[src/rtl/abr_ram_stream_pkg.sv]
// Shared types for the RAM read-stream block.
// State encoding and FIFO sizing.
package abr_ram_stream_pkg;

   typedef enum logic [1:0] {
      ST_IDLE,
      ST_READ,
      ST_DRAIN,
      ST_DONE
   } rd_state_e;

   localparam int FIFO_DEPTH = 2;
   localparam int FIFO_CNT_W = 2;

endpackage

[src/rtl/abr_ram_rd_stream.sv]
// Burst reader: issues RAM reads and streams the words
// out through a 2-entry skid FIFO with valid/ready.
module abr_ram_rd_stream
   import abr_ram_stream_pkg::*;
#(
   parameter int DEPTH      = 64,
   parameter int DATA_WIDTH = 32,
   parameter int ADDR_WIDTH = $clog2(DEPTH)
) (
   input  logic                  clk_i,
   input  logic                  rst_b,
   input  logic                  zeroize_i,
   input  logic                  start_i,
   input  logic [ADDR_WIDTH-1:0] base_addr_i,
   input  logic [ADDR_WIDTH:0]   len_i,
   output logic                  busy_o,
   output logic                  done_o,
   output logic                  ram_re_o,
   output logic [ADDR_WIDTH-1:0] ram_raddr_o,
   input  logic [DATA_WIDTH-1:0] ram_rdata_i,
   output logic                  valid_o,
   input  logic                  ready_i,
   output logic [DATA_WIDTH-1:0] data_o,
   output logic                  last_o
);

   localparam logic [ADDR_WIDTH:0] CNT_ONE = (ADDR_WIDTH+1)'(1);

   rd_state_e state_q, state_d;

   logic [ADDR_WIDTH-1:0] addr_q, addr_d;
   logic [ADDR_WIDTH:0]   rd_left_q, rd_left_d;
   logic [ADDR_WIDTH:0]   out_left_q, out_left_d;
   logic                  infl_q;

   logic [DATA_WIDTH-1:0] mem_q [FIFO_DEPTH];
   logic                  wptr_q, rptr_q;
   logic [FIFO_CNT_W-1:0] cnt_q;

   logic       pop;
   logic       push;
   logic       re;
   logic       done;
   logic [2:0] lvl;

   assign pop  = (cnt_q != '0) && ready_i;
   assign push = infl_q;

   // Occupancy after this cycle's pop, counting the read in flight.
   assign lvl = 3'(cnt_q) + 3'(infl_q) - 3'(pop);
   assign re  = (state_q == ST_READ) && (lvl < 3'd2) && !zeroize_i;

   // Next-state, address and counter logic.
   always_comb begin
      state_d    = state_q;
      addr_d     = addr_q;
      rd_left_d  = rd_left_q;
      out_left_d = out_left_q;
      done       = 1'b0;
      if (pop) out_left_d = out_left_q - CNT_ONE;
      unique case (state_q)
         ST_IDLE: begin
            if (start_i) begin
               addr_d     = base_addr_i;
               rd_left_d  = len_i;
               out_left_d = len_i;
               state_d    = (len_i == '0) ? ST_DONE : ST_READ;
            end
         end
         ST_READ: begin
            if (re) begin
               addr_d    = addr_q + ADDR_WIDTH'(1);
               rd_left_d = rd_left_q - CNT_ONE;
               if (rd_left_q == CNT_ONE) state_d = ST_DRAIN;
            end
         end
         ST_DRAIN: begin
            if (pop && out_left_q == CNT_ONE) state_d = ST_DONE;
         end
         ST_DONE: begin
            done    = 1'b1;
            state_d = ST_IDLE;
         end
         default: state_d = ST_IDLE;
      endcase
      if (zeroize_i) begin
         state_d    = ST_IDLE;
         addr_d     = '0;
         rd_left_d  = '0;
         out_left_d = '0;
         done       = 1'b0;
      end
   end

   // State, address, counters and in-flight flag.
   always_ff @(posedge clk_i or negedge rst_b) begin
      if (!rst_b) begin
         state_q    <= ST_IDLE;
         addr_q     <= '0;
         rd_left_q  <= '0;
         out_left_q <= '0;
         infl_q     <= 1'b0;
      end else begin
         state_q    <= state_d;
         addr_q     <= addr_d;
         rd_left_q  <= rd_left_d;
         out_left_q <= out_left_d;
         infl_q     <= re;
      end
   end

   // FIFO pointers and occupancy; zeroize drops in-flight data.
   always_ff @(posedge clk_i or negedge rst_b) begin
      if (!rst_b) begin
         wptr_q <= 1'b0;
         rptr_q <= 1'b0;
         cnt_q  <= '0;
      end else if (zeroize_i) begin
         wptr_q <= 1'b0;
         rptr_q <= 1'b0;
         cnt_q  <= '0;
      end else begin
         if (push) wptr_q <= ~wptr_q;
         if (pop) rptr_q <= ~rptr_q;
         cnt_q <= cnt_q + FIFO_CNT_W'(push) - FIFO_CNT_W'(pop);
      end
   end

   // FIFO storage captures read data the cycle after each read.
   always_ff @(posedge clk_i or negedge rst_b) begin
      if (!rst_b) begin
         for (int i = 0; i < FIFO_DEPTH; i++) mem_q[i] <= '0;
      end else if (push && !zeroize_i) begin
         mem_q[wptr_q] <= ram_rdata_i;
      end
   end

   assign busy_o      = (state_q != ST_IDLE);
   assign done_o      = done;
   assign ram_re_o    = re;
   assign ram_raddr_o = addr_q;
   assign valid_o     = (cnt_q != '0);
   assign data_o      = mem_q[rptr_q];
   assign last_o      = valid_o && (out_left_q == CNT_ONE);

endmodule

[config.mk]
export PLATFORM = sky130hd
export DESIGN_NAME = abr_ram_rd_stream
export DESIGN_NICKNAME = d
export VERILOG_FILES = /design/src/rtl/abr_ram_stream_pkg.sv /design/src/rtl/abr_ram_rd_stream.sv
export SDC_FILE = /design/constraint.sdc
export NUM_CORES = 1
export LEC_CHECK = 0
export ABC_CLOCK_PERIOD_IN_PS = 2480
export BUFFER_PORTS_ARGS = -buffer_cell sky130_fd_sc_hd__buf_2
export CAP_MARGIN = 5
export CORE_UTILIZATION = 50
export DETAILED_ROUTE_END_ITERATION = 6
export PLACE_DENSITY = 0.74
export SYNTH_ARGS = -nofsm -noshare
export SYNTH_HDL_FRONTEND = slang
export SYNTH_SLANG_ARGS = --single-unit
[constraint.sdc]
create_clock -name clk_i -period 2.48 [get_ports clk_i]
set_input_delay 0.496 -clock clk_i [delete_from_list [all_inputs] [get_ports clk_i]]
set_output_delay 0.496 -clock clk_i [all_outputs]
set_load 0.02 [all_outputs]
==> results.toml <==
[floorplan]
fp.dieW_um = 97.7
io_pins = 93
die_area_um2 = 9550
core-area_um2 = 8810
placementRows = 34
start_util_pct = 52.0
fp.dieH_um = 97.7

[clocking]
htreeDepth = 3
cts.sinks = 91
cts_made_buffers = 9
clkLatencyLatePin_ns = 0.35
cts_hold_buf = 0
clock_path_buffers = 2
cts_tree = "done"
clk_pin_slew_worst_paths_ns = 0.09
cts_root_buffer = "clkbuf_8"

[synth]
synthArstFlopShare_pct = 100
yosys_most_used_dff = "dfrtp_1"
synth_fa_ha_area_share_pct = 3.44
synth_area_um2 = 4580
synth_area_per_cell_um2 = 12.3
synth_top_family_by_area = "multiplexers"
ys_seq_area_share_pct = 49.7
synthMuxAreaShare_pct = 24.7
syn-num-nets = 436
synth-edff-count = 0
ys_ff_latch = 91
synth_xor_area_share_pct = 1.69
ys_warn_count = 0
synthCells = 374
ys_types = 47
synth_compound_area_share_pct = 8.19
yosys.area_share.simple_pct = 9.48

[timing]
min_period_ns = 2.63
final.setup.worst_slack_ns = -0.155
period_share_pct = 106
tightest_slew_ns = 0.558
setup_tns_ns = -0.254
slew_viol_final = 0
fmax_mhz = 380
rsz0062_at_grt = "true"
setup_violations = 4
hold_viol = 0
fin_skew_ns = 0.00600
slew_headroom_pct = 62.8

[global_route]
track_usage_pct = 21.1
antenna_found_initial = 0
grt_max_degree = 44
grt_pass1_vias = 3296
grt_overflow_total = 0
grt_first_pass_wirelength_mm = 16.0

[pwr]
pwr-share-clk_pct = 15.1
pwr_density_cell_nw_per_um2 = 1290
power_switching_share_pct = 39.2
leakage_uw = 0.00268
p_int_uw = 4500
pwr-share-comb_pct = 53.0
p_sw_uw = 2900
ir_drop_mv = 0.772
power_uw = 7400
p_seq_share_pct = 31.9

[finish]
final_layout_size_suffix_gt1_share_pct = 54.8
nets = 548
final_common_cell = "mux2_2"
num-fill-cells = 680
final_cell_mix = "mux2_2 (96), dfrtp_1 (90), buf_2 (90)"
antenna_cells = 0
stdcell_count = 599
area_growth_syn_to_layout_pct = 25.0

[routing]
post_drt_wl_per_cell_um = 16.4
drcViolationCount = 16
routed_wl_mm = 9.85
viasPerCell = 5.50
drt_iter0_markers = 134
drtAntennaViolNets = 0
num_vias = 3294
dr.pass1.iters = 6

[critical_path]
cp-start-kind = "register"
r2r_setup_slack_ns = -0.04
arrival_ns = 2.14
r2r_cells = 8
worstSetupEndpointType = "output port"
reg2reg_from = "cnt_q[0]$_DFF_PN0_"
critPathKind = "register to output port"
worstPathRequired_ns = 1.98
cp_max_fo = 4
rr_endpoint = "state_q[0]$_DFFE_PN0P_"

[placement]
dp.cells = 576
place_congestion = 0.875
dp_hpwl_mm = 6.75
io_buffer_count = 92

[job]
cap_violations = 0

[min_path]
hp-class = "primary input to asynchronous set/reset pin"

[run_status]
run_status = "finished, violations left"
violations = "DRC, setup timing"
[cells by family (layout without fill, tap and decap cells)]
logic type      count (synthesis)  after routing
compound gates                 52             52
xor+xnor                        8              8
fa+ha+maj                      12             12
buf+inv                        30            147
flops                          91             91
mux                           101            101
simple gates                   80             80
[registers in the layout, summed over array words and instances (netlist names), 2 cells and up]
signal,cells
cnt_q,2
mem_q,64
state_q,2
ram_raddr_o,6
out_left_q,7
rd_left_q,7
[repair_timing]
item | 4_1_cts | 5_1_grt
gates resized for setup | 9 | 31
buffers inserted | 5 | 1
pin swaps | 7 | 14
cloned | 0 | 1
setup endpoints to repair | 1 | 16
[power groups by stage]
stage	logic (µW)	registers, µW	clock network [µW]
after floorplan	2430	2310	0
after global placement	3380	2330	0
after detailed placement	3440	2370	0
after CTS	3620	2340	1150
after global routing	4220	2430	1210
final	3920	2360	1120
[worst max path at each step]
stage | endpoint | from | cells after the start | slack [ns]
after CTS | ram_re_o | cnt_q[0]$_DFF_PN0_ | 8 | -0.15
after global placement | rd_left_q[0]$_DFFE_PN0P_ | ready_i | 12 | -0.03
after floorplan | state_q[0]$_DFFE_PN0P_ | ready_i | 9 | 0.03
after global routing | ram_re_o | cnt_q[0]$_DFF_PN0_ | 8 | -0.27
final | ram_re_o | cnt_q[0]$_DFF_PN0_ | 7 | -0.15
after detailed placement | rd_left_q[0]$_DFFE_PN0P_ | ready_i | 12 | -0.09
[Yosys cell counts, drive strengths merged, types with 2 or more instances]
library cell / number / area share, %
mux2: 98 / 24
dfrtp: 91 / 50
nor2: 19 / 1.6
a21oi: 14 / 1.5
nand2: 13 / 1.1
inv: 12 / 0.98
ha: 11 / 3.0
buf: 10 / 1.1
o21ai: 9 / 1.1
clkbuf: 8 / 0.66
nor2b: 8 / 1.1
a211oi: 7 / 1.1
nand3: 6 / 0.66
nor3b: 6 / 1.1
xnor2: 6 / 1.3
nand2b: 5 / 0.85
nor3: 5 / 0.55
nor4: 5 / 0.68
o22ai: 5 / 0.68
mux2i: 3 / 0.66
nand3b: 3 / 0.49
o211ai: 3 / 0.49
a22oi: 2 / 0.33
a311oi: 2 / 0.38
and2: 2 / 0.27
nand4: 2 / 0.27
o21a: 2 / 0.33
or2: 2 / 0.27
or3: 2 / 0.27
xor2: 2 / 0.38
[metrics by stage]
step	setup WS, ns	hold slack, ns	utilization [%]	cell area, µm²
floorplan	0.0266	0.200	-	4590
global placement	-0.0284	0.481	60.0	5290
detailed placement	-0.0905	0.488	60.0	5290
CTS	-0.150	0.143	63.4	5580
global route	-0.268	0.161	65.0	5730
finish	-0.155	0.138	65.0	5730
[critical path, cell delays in order (launching register included)]
cell,delay [ns]
dfrtp_1,0.43
mux2i_1,0.22
ha_2,0.20
inv_2,0.04
fa_2,0.59
nand2_2,0.09
nor2_4,0.10
buf_6,0.13
[layout make-up]
class | count | area (µm²) | share of cell area (%)
tap | 108 | 135 | 2.36
multi-input combinational | 253 | 2310 | 40.4
clock buffer | 10 | 128 | 2.23
inverter | 12 | 45.0 | 0.786
clock inverter | 6 | 97.6 | 1.70
timing repair buffer | 119 | 729 | 12.7
sequential | 91 | 2280 | 39.8
[metal layers]
layer  track usage [%]  wire [µm]  vias up
li1                  -          -     1563
met1              28.9       4480     1624
met2              34.5       4810       99
met3              4.10        476        8
met4              5.48         87        0
met5                 0          0        -
(Power assumes the default switching activity.)
